===== config.mk =====
export PLATFORM = sky130hd
export DESIGN_NAME = psum_requant_packer
export DESIGN_NICKNAME = d
export VERILOG_FILES = /design/src/rtl/psum_requant_pkg.sv /design/src/rtl/requant_sat_unit.sv /design/src/rtl/psum_requant_packer.sv
export SDC_FILE = /design/constraint.sdc
export NUM_CORES = 1
export LEC_CHECK = 0
export BUFFER_PORTS_ARGS = -buffer_cell sky130_fd_sc_hd__buf_2
export CAP_MARGIN = 15
export CORE_UTILIZATION = 35
export CTS_BUF_LIST = sky130_fd_sc_hd__clkbuf_2
export CTS_CLUSTER_SIZE = 14
export DETAILED_ROUTE_END_ITERATION = 12
export GPL_TIMING_DRIVEN = 1
export PLACE_DENSITY = 0.55
export RECOVER_POWER = 25
export SKIP_LAST_GASP = 1
export SLEW_MARGIN = 40
export SYNTH_ARGS = -nofsm -noshare
export SYNTH_HDL_FRONTEND = slang
export SYNTH_HIERARCHICAL = 1
export SYNTH_SLANG_ARGS = --single-unit

===== constraint.sdc =====
create_clock -name clk -period 6.59 [get_ports clk]
set_clock_uncertainty 0.1 [all_clocks]
set_input_delay 0.9885 -clock clk [delete_from_list [all_inputs] [get_ports clk]]
set_output_delay 0.9885 -clock clk [all_outputs]
set_load 0.1 [all_outputs]

===== src/rtl/psum_requant_pkg.sv =====
// rtl/psum_requant_pkg.sv - shared FSM encoding and int8 limits for the psum requant/pack stage
package psum_requant_pkg;

  typedef enum logic [1:0] {
    ST_IDLE  = 2'd0,
    ST_READ  = 2'd1,
    ST_DRAIN = 2'd2,
    ST_DONE  = 2'd3
  } state_t;

  localparam int INT8_MAX = 127;
  localparam int INT8_MIN = -128;

  // Width of the byte-lane index within a packed word.
  function automatic int lane_bits(input int num_byte);
    return (num_byte > 1) ? $clog2(num_byte) : 1;
  endfunction

endpackage


===== src/rtl/requant_sat_unit.sv =====
// rtl/requant_sat_unit.sv - registered bias + round + shift + saturate of one psum to int8
// Optional PSUM_RELU_EN: negative results clamp to 0 before saturation.
module requant_sat_unit
  import psum_requant_pkg::*;
#(
  parameter int DATA_WIDTH = 32,
  parameter int BIT_WIDTH  = 8
) (
  input  logic                  clk,
  input  logic                  rst,
  input  logic                  in_vld,
  input  logic [DATA_WIDTH-1:0] psum,
  input  logic [DATA_WIDTH-1:0] bias,
  input  logic [4:0]            shift,
  output logic                  out_vld,
  output logic [BIT_WIDTH-1:0]  out_byte
);

  // Two guard bits: one for the bias sum, one for the rounding increment on top of it.
  localparam int SW = DATA_WIDTH + 2;
  localparam logic signed [SW-1:0] SAT_HI = SW'(INT8_MAX);
`ifdef PSUM_RELU_EN
  localparam logic signed [SW-1:0] SAT_LO = '0;
`else
  localparam logic signed [SW-1:0] SAT_LO = SW'(INT8_MIN);
`endif

  logic signed [SW-1:0] sum;
  logic signed [SW-1:0] shifted;
  logic [SW-1:0]        rnd;
  logic [BIT_WIDTH-1:0] sat_byte;

  always_comb begin
    sum = $signed({{2{psum[DATA_WIDTH-1]}}, psum}) + $signed({{2{bias[DATA_WIDTH-1]}}, bias});
    // Half an LSB of the shifted result; collapses to zero when shift is 0.
    rnd = (SW'(1) << shift) >> 1;
    shifted = (sum + $signed(rnd)) >>> shift;
    if (shifted > SAT_HI) begin
      sat_byte = SAT_HI[BIT_WIDTH-1:0];
    end else if (shifted < SAT_LO) begin
      sat_byte = SAT_LO[BIT_WIDTH-1:0];
    end else begin
      sat_byte = shifted[BIT_WIDTH-1:0];
    end
  end

  always_ff @(posedge clk) begin
    if (rst) begin
      out_vld  <= 1'b0;
      out_byte <= '0;
    end else begin
      out_vld <= in_vld;
      if (in_vld) begin
        out_byte <= sat_byte;
      end
    end
  end

endmodule


===== src/rtl/psum_requant_packer.sv =====
// rtl/psum_requant_packer.sv - streams psums out of BRAM, requantizes to int8 and packs 4 per word
// Optional PSUM_RELU_EN (in requant_sat_unit) clamps negative results to 0.
module psum_requant_packer
  import psum_requant_pkg::*;
#(
  parameter int ADDR_WIDTH = 32,
  parameter int DATA_WIDTH = 32,
  parameter int BIT_WIDTH  = 8,
  parameter int NUM_BYTE   = 4,
  parameter int REG_WIDTH  = 32
) (
  input  logic                  clk,
  input  logic                  rst,
  input  logic                  i_start,
  input  logic [REG_WIDTH-1:0]  i_conf_outputsize,
  input  logic [REG_WIDTH-1:0]  i_conf_bias,
  input  logic [4:0]            i_conf_shift,
  output logic                  o_busy,
  output logic                  o_done,
  output logic [ADDR_WIDTH-1:0] psum_addr,
  output logic                  psum_enb,
  input  logic [DATA_WIDTH-1:0] psum_odat,
  output logic [ADDR_WIDTH-1:0] out_addr,
  output logic [DATA_WIDTH-1:0] out_idat,
  output logic [NUM_BYTE-1:0]   out_wren,
  output logic                  out_enb
);

  localparam int LW = lane_bits(NUM_BYTE);

  state_t               state;
  logic [REG_WIDTH-1:0] cfg_size;
  logic [REG_WIDTH-1:0] cfg_bias;
  logic [4:0]           cfg_shift;
  logic [REG_WIDTH-1:0] cnt;
  logic                 d_vld;
  logic                 d_last;
  logic [REG_WIDTH-1:0] d_idx;
  logic                 r_vld;
  logic                 r_last;
  logic [REG_WIDTH-1:0] r_idx;
  logic [BIT_WIDTH-1:0] r_byte;
  logic [LW-1:0]        lane;
  logic                 wr;
  logic [NUM_BYTE-1:0]  mask;
  logic [DATA_WIDTH-1:0] pack;
  logic [DATA_WIDTH-1:0] merged;

  requant_sat_unit #(
    .DATA_WIDTH(DATA_WIDTH),
    .BIT_WIDTH (BIT_WIDTH)
  ) u_sat (
    .clk     (clk),
    .rst     (rst),
    .in_vld  (d_vld),
    .psum    (psum_odat),
    .bias    (DATA_WIDTH'(cfg_bias)),
    .shift   (cfg_shift),
    .out_vld (r_vld),
    .out_byte(r_byte)
  );

  // The write port is formed from the registered result so a word lands the cycle its byte is ready.
  always_comb begin
    lane   = r_idx[LW-1:0];
    wr     = r_vld && (r_last || (lane == LW'(NUM_BYTE - 1)));
    merged = pack | (DATA_WIDTH'(r_byte) << (int'(lane) * BIT_WIDTH));
    mask   = '0;
    for (int k = 0; k < NUM_BYTE; k++) begin
      mask[k] = (k <= int'(lane));
    end
    out_wren = wr ? mask : '0;
    out_idat = wr ? merged : '0;
    out_addr = wr ? ADDR_WIDTH'(r_idx >> LW) : '0;
    out_enb  = |out_wren;
  end

  always_ff @(posedge clk) begin
    if (rst) begin
      state     <= ST_IDLE;
      cfg_size  <= '0;
      cfg_bias  <= '0;
      cfg_shift <= '0;
      cnt       <= '0;
      psum_addr <= '0;
      psum_enb  <= 1'b0;
      o_busy    <= 1'b0;
      o_done    <= 1'b0;
      d_vld     <= 1'b0;
      d_last    <= 1'b0;
      d_idx     <= '0;
      r_last    <= 1'b0;
      r_idx     <= '0;
      pack      <= '0;
    end else begin
      o_done <= 1'b0;
      d_vld  <= psum_enb;
      d_last <= psum_enb && (cnt == cfg_size);
      d_idx  <= cnt;
      r_last <= d_last;
      r_idx  <= d_idx;
      if (r_vld) begin
        pack <= wr ? '0 : merged;
      end

      unique case (state)
        ST_IDLE: begin
          if (i_start) begin
            cfg_size  <= i_conf_outputsize;
            cfg_bias  <= i_conf_bias;
            cfg_shift <= i_conf_shift;
            cnt       <= '0;
            psum_addr <= '0;
            psum_enb  <= 1'b1;
            o_busy    <= 1'b1;
            state     <= ST_READ;
          end
        end
        ST_READ: begin
          // Compare on equality so an outputsize of all-ones never needs a wrapping counter.
          if (cnt == cfg_size) begin
            psum_enb <= 1'b0;
            state    <= ST_DRAIN;
          end else begin
            cnt       <= cnt + 1'b1;
            psum_addr <= ADDR_WIDTH'(cnt + 1'b1);
          end
        end
        ST_DRAIN: begin
          // Once the data stage is empty, the last result is leaving the requant register now.
          if (!d_vld) begin
            o_done <= 1'b1;
            state  <= ST_DONE;
          end
        end
        ST_DONE: begin
          o_busy <= 1'b0;
          state  <= ST_IDLE;
        end
        default: state <= ST_IDLE;
      endcase
    end
  end

endmodule


==> metrics.cfg, run 1 <==
[sta]
finalSetupViolCount = 0
rsz0062_at_grt = false
hold_slack_ps = 118
tns_ps = 0
period_needed_ps = 6290
final_hold_viol_count = 0
fin_crit_sh = 0.955
maxSlewViolCount = 151
slew_headroom = -1.36
fmax_ghz = 0.159
max_slew.worst_pin.slew_ps = 3550

[placed_design]
io_buffers = 205
gp_congestion = 0.957
post-dp-hpwl_mm = 39.2

[cts]
root_buffer = clkbuf_2
htree_levels = 2
cts_hold_buf = 0
cts_buffers = 60
clk_pin_slew_ps = 100
clockBufferDepth = 3
clk_latency_ps = 1000
cts_tree = built
cts.sinks = 214

[power_and_ir_drop]
p_per_area_nw_per_um2 = 323
p_leak_nw = 7.56
ir_worst_vdd_uv = 138
report.power.total_mw = 5.41

[grt]
overflow = 0
grt_pass1_vias = 13794
track_usage = 0.240
grt_pass1_wl_mm = 78.9
antenna_found_initial = 4
grt_max_degree = 109

[setup_path]
critical-path-slowest-cell = dfxtp_1
cp.required_ps = 7300
cp-start-kind = flip-flop
crit_chain = inv_2, buf_4, nor2_1, buf_4, nand2_1, fa_1, inv_1, ha_1, o21ai_0, o21bai_1, mux2_2, a31o_2, nor3_2, o22ai_1, or2_0, mux4_2, o211a_1, a41oi_1, o31ai_4, o32ai_1
cpMostUsedCell = buf_4
crit_path_end_kind = flip-flop
critPathMaxFanout = 18
worstPathArrival_ps = 7000
max_stage_delay_ps = 590
worst-setup-path-type = flip-flop to flip-flop

[floorplanning]
die_y_um = 206
die_x_um = 206
die_area_um2 = 42200
ioPinCount = 208
core_um2 = 40800
start_util = 0.355
std_cell_rows = 74

[yosys]
yosys.area.top_type_share = 0.296
synthTopCellsByCount = nand2_1 (272), dfxtp_1 (214), a21oi_1 (192), nor2_1 (177), inv_1 (125)
synth_edf_count = 0
synth-seq-cells = 214
synth_warnings = 6
async_reset_ff_frac = 0
seq_area_frac_synth = 0.296
synth_area_leaders = dfxtp_1 (30%), nand2_1 (7.0%), a21oi_1 (6.6%)
synth_cell_types = 110
synthesis.area_um2 = 14500
syn_inst = 1891
synth.most_common_cell = nand2_1
yosysTopAreaCell = dfxtp_1
syn_area_per_cell_um2 = 7.67
yosys_most_used_dff = dfxtp_1

[finish]
finish.utilization = 0.411
fin_nets = 2268
fillers = 4272
area_growth_syn_to_layout_pct = 15.8
layout-drive-gt1-share = 0.207

[routing]
drtPass1Iterations = 5
routedWlPerCell_um = 19.1
wl_mm = 51.1
vias_per_cell = 5.43
ant_nets = 0
vias = 14532
drt-initial-drc-count = 1279
drcViolationCount = 0

[job]
max-cap-violations = 2

[min_path]
min_path_type = input port to flip-flop

[run_status]
status = finished with violations
violations = capacitance limit, slew limit

[path summary, 6_finish.rpt]
path,start,end,slack [ps],depth (start not counted)
setup / recovery,cfg_shift[4],u_sat/out_byte[0],300,20
setup reg to reg,cfg_shift[4],u_sat/out_byte[0],300,20
hold reg to reg,d_idx[4],r_idx[4],260,1
hold / removal,i_conf_shift[0],cfg_shift[0],120,3
[critical path, delay by kind of cell, from the launching register on]
family,cells,cell delay (ps)
AO/OA/AOI/OAI,8,1970
adder cells (fa/ha/maj),2,990
buffers and inverters,4,560
flip-flops,1,590
multiplexers,2,910
AND/OR/NAND/NOR,4,1040
[report_power, final]
part | internal (mW) | switching, mW
combinational | 1.04 | 1.81
clock | 0.425 | 0.592
sequential | 1.41 | 0.137
[through the flow]
step | instances | cell area, µm² | setup WS (ps)
floorplan | 1892 | 14500 | 610
global placement | 2564 | 16200 | 9.11
detailed placement | 2564 | 16200 | 191
CTS | 2670 | 16700 | 148
global route | 2675 | 16800 | 3.71
finish | 2675 | 16800 | 299
[metal layers]
| layer | GRT usage | part of all wire |
|---|---|---|
| met1 | 0.350 | 0.49 |
| met2 | 0.358 | 0.44 |
| met3 | 0.0386 | 0.053 |
| met4 | 0.0735 | 0.020 |
| met5 | 0 | 0 |
[placed cells by master (no fill, tap or decap), types with 45 or more instances in the layout]
cell / instances
buf_4: 62
nor2b_1: 69
and2_1: 46
nand2_1: 271
clkbuf_2: 84
dfxtp_1: 212
buf_2: 204
a21oi_1: 192
nor2_1: 175
inv_1: 124
o21ai_0: 45
[state kept, by name (all words and copies together), names as in the netlist]
signal and cells:
cfg_bias 32, cfg_size 32, cnt 32, d_idx 32, pack 32, r_idx 32
u_sat/out_byte 8, cfg_shift 5, state 2, d_last 1, d_vld 1, o_busy 1
o_done 1, psum_enb 1, r_last 1, u_sat/out_vld 1
[cells by family after synthesis]
| family | synth area share |
|---|---|
| XOR/XNOR | 0.0314 |
| flip-flops | 0.296 |
| AO/OA/AOI/OAI | 0.222 |
| other | 0.000259 |
| adder cells (fa/ha/maj) | 0.0770 |
| AND/OR/NAND/NOR | 0.257 |
| multiplexers | 0.0471 |
| buffers and inverters | 0.0691 |
[repair_timing]
| item | in CTS | in global routing |
|---|---|---|
| setup buffers | 0 | 0 |
| resized for setup | 0 | 11 |
| endpoints found under the setup margin | 0 | 7 |
[final cells by class]
cell class,instances,area (µm²),share of cell area
inverter,129,484,0.0289
multi-input combinational,1420,9260,0.552
timing repair buffer,269,1510,0.0898
clock inverter,22,146,0.00872
sequential,214,4290,0.255
clock buffer,84,420,0.0251
tap,532,666,0.0397
antenna,5,12.5,0.000746
(Power assumes the default switching activity.)
==> inputs of run 2 (changes only) <==
CORE_MARGIN = 2   (was default)
==> run 2 against run 1 <==
The run still ends with capacitance limit, slew limit left. Utilization fell by 0.31 points. Register-to-register slack worse by 100 ps. Clock power fell by 12%. Cell count down 0.45%. Non-clock buffer count is 1 lower. Combinational power barely moved. Critical path type unchanged.
==> metrics.cfg, run 2 (synthesized netlist as in run 1, its figures left out) <==
[run_status]
status = finished with violations  ; unchanged
violations = capacitance limit, slew limit  ; unchanged

[floorplanning]
die_y_um = 208  ; was 206 µm
std_cell_rows = 74  ; unchanged
die_x_um = 208  ; was 206 µm
start_util = 0.355  ; unchanged
die_area_um2 = 43100  ; was 42,200 µm²
core_um2 = 40800  ; unchanged
ioPinCount = 208  ; unchanged

[finish]
final_area_um2 = 16700  ; was 16,800 µm²
layout-drive-gt1-share = 0.202  ; was 0.207
area_growth_syn_to_layout_pct = 14.9  ; was 15.8%
fin_nets = 2262  ; was 2,268
finish.utilization = 0.408  ; was 0.411
layout_common_cells = nand2_1 (271), dfxtp_1 (214), buf_2 (204)  ; was nand2_1 (271), dfxtp_1 (212), buf_2 (204)
final_common_cell = nand2_1  ; unchanged

[job]
max-cap-violations = 2  ; unchanged

[cts]
cts_tree = built  ; unchanged
cts_buffers = 55  ; was 60
htree_levels = 2  ; unchanged
clk_pin_slew_ps = 120  ; was 100 ps
root_buffer = clkbuf_2  ; unchanged
clk_latency_ps = 980  ; was 1000 ps
clockBufferDepth = 3  ; unchanged
cts.sinks = 214  ; unchanged

[power_and_ir_drop]
clock_power_share = 0.169  ; was 0.188
intPower_mw = 2.78  ; was 2.87 mW
report.power.total_mw = 5.29  ; was 5.41 mW
p_leak_nw = 7.50  ; was 7.56 nW
ir_worst_vdd_uv = 167  ; was 138 µV
sw_frac_of_total = 0.475  ; was 0.469
p_comb_frac = 0.541  ; was 0.527
seqPwrFrac = 0.290  ; was 0.285
switching_power_mw = 2.52  ; was 2.54 mW
p_per_area_nw_per_um2 = 318  ; was 323 nW/µm²

[routing]
vias = 14541  ; was 14,532
drcViolationCount = 0  ; unchanged
ant_nets = 0  ; unchanged
vias_per_cell = 5.46  ; was 5.43
drtPass1Iterations = 5  ; unchanged
wl_mm = 51.2  ; was 51.1 mm
drt-initial-drc-count = 1216  ; was 1,279
routedWlPerCell_um = 19.2  ; was 19.1 µm

[placed_design]
pre_cts_ws_ps = 381  ; was 191 ps
post_dp_cell_area_um2 = 16200  ; about the same
post-dp-hpwl_mm = 38.5  ; was 39.2 mm
io_buffers = 205  ; unchanged
gp_congestion = 0.903  ; was 0.957

[grt]
overflow = 0  ; unchanged
grt_pass1_vias = 14044  ; was 13,794
track_usage = 0.232  ; was 0.240
grt_pass1_wl_mm = 80.2  ; was 78.9 mm
antenna_found_initial = 4  ; unchanged
grt_max_degree = 112  ; was 109

[setup_path]
cp.required_ps = 7220  ; was 7300 ps
r2r_start = cfg_shift[3]  ; was cfg_shift[4]
worstPathArrival_ps = 7020  ; was 7000 ps
critPathMaxFanout = 13  ; was 18
critical-path-slowest-cell = a311oi_1  ; was dfxtp_1
crit_path_end_kind = flip-flop  ; unchanged
max_stage_delay_ps = 570  ; was 590 ps
crit_chain = buf_4, nor2_1, nand2_1, fa_1, inv_1, ha_1, inv_1, fa_1, nor2b_1, o2111a_1, o211a_1, o211a_1, nor4_1, a311oi_1, nand2_1, mux4_2, o31a_1, and4bb_1, a41oi_1, o31ai_4, o32ai_1  ; was inv_2, buf_4, nor2_1, buf_4, nand2_1, fa_1, inv_1, ha_1, o21ai_0, o21bai_1, mux2_2, a31o_2, nor3_2, o22ai_1, or2_0, mux4_2, o211a_1, a41oi_1, o31ai_4, o32ai_1
worst-setup-path-type = flip-flop to flip-flop  ; unchanged
crit_start = cfg_shift[3]  ; was cfg_shift[4]
cp-start-kind = flip-flop  ; unchanged

[sta]
finalSetupViolCount = 0  ; unchanged
rsz0062_at_grt = false  ; unchanged
max_slew.worst_pin.slew_ps = 3520  ; was 3550 ps
maxSlewViolCount = 148  ; was 151
tns_ps = 0  ; unchanged
finalWorstSetupSlack_ps = 197  ; was 299 ps
final_hold_viol_count = 0  ; unchanged
fmax_ghz = 0.156  ; was 0.159 GHz
fin_crit_sh = 0.970  ; was 0.955
period_needed_ps = 6390  ; was 6290 ps
slew_headroom = -1.35  ; was -1.36

[min_path]
min_path_type = input port to flip-flop  ; unchanged
min-delay-start = i_conf_bias[2]  ; was i_conf_shift[0]

[run 2: changes by cell type in the layout (fill, tap and decap cells not counted), sizes merged]
cell	change
clkbuf	-4
clkinv	-4
bufinv	-2
buf	-1
diode	-1
[run 2: cell type report]
class	count	area [µm²]
Antenna cell	4	10.0
Fill cell	4321	24200
Clock inverter	16	71.3
Clock buffer	80	400
Sequential cell	214	4280
Inverter	129	484
Tap cell	532	666
Multi-Input combinational cell	1420	9240
Timing Repair Buffer	268	1500
[run 2: metal layers]
metal	vias to the layer above	share of wire	global-route usage
li1	7036	-	-
met1	6912	0.48	0.333
met2	507	0.43	0.349
met3	84	0.066	0.0454
met4	2	0.024	0.0751
met5	-	0.00014	0
[run 2: final timing paths]
check | endpoint | slack, ps | cells after the start
worst max-delay path | u_sat/out_byte[6] | 200 | 21
worst min-delay path | cfg_bias[2] | 140 | 3
worst max register to register | u_sat/out_byte[6] | 200 | 21
worst min register to register | r_idx[16] | 310 | 1
[run 2: what timing repair did]
item	CTS	global route
setup endpoints to repair	0	7
hold buffers	0	0
gates resized for setup	0	1
buffers inserted	0	0
[run 2: critical path, delay by kind of cell, from the launching register on]
kind	cells	cell delay, ps
buf+inv	3	340
fa+ha+maj	3	1110
compound gates	8	2280
mux	1	530
simple gates	6	1560
flops	1	310
[run 2: power groups by stage]
| stage | Combinational, mW | Clock (mW) | Sequential (mW) |
|---|---|---|---|
| after detailed placement | 2.80 | 0 | 1.57 |
| final | 2.86 | 0.895 | 1.54 |
| after CTS | 2.81 | 0.939 | 1.54 |
| after global routing | 3.12 | 1.00 | 1.56 |
| after floorplan | 1.92 | 0 | 1.54 |
| after global placement | 2.80 | 0 | 1.56 |
[run 2: stage by stage]
| step | std cells | hold WS (ps) |
|---|---|---|
| finish | 2663 | 143 |
| global placement | 2563 | 318 |
| floorplan | 1892 | 314 |
| detailed placement | 2563 | 323 |
| CTS | 2659 | 36.6 |
| global route | 2663 | 61.7 |
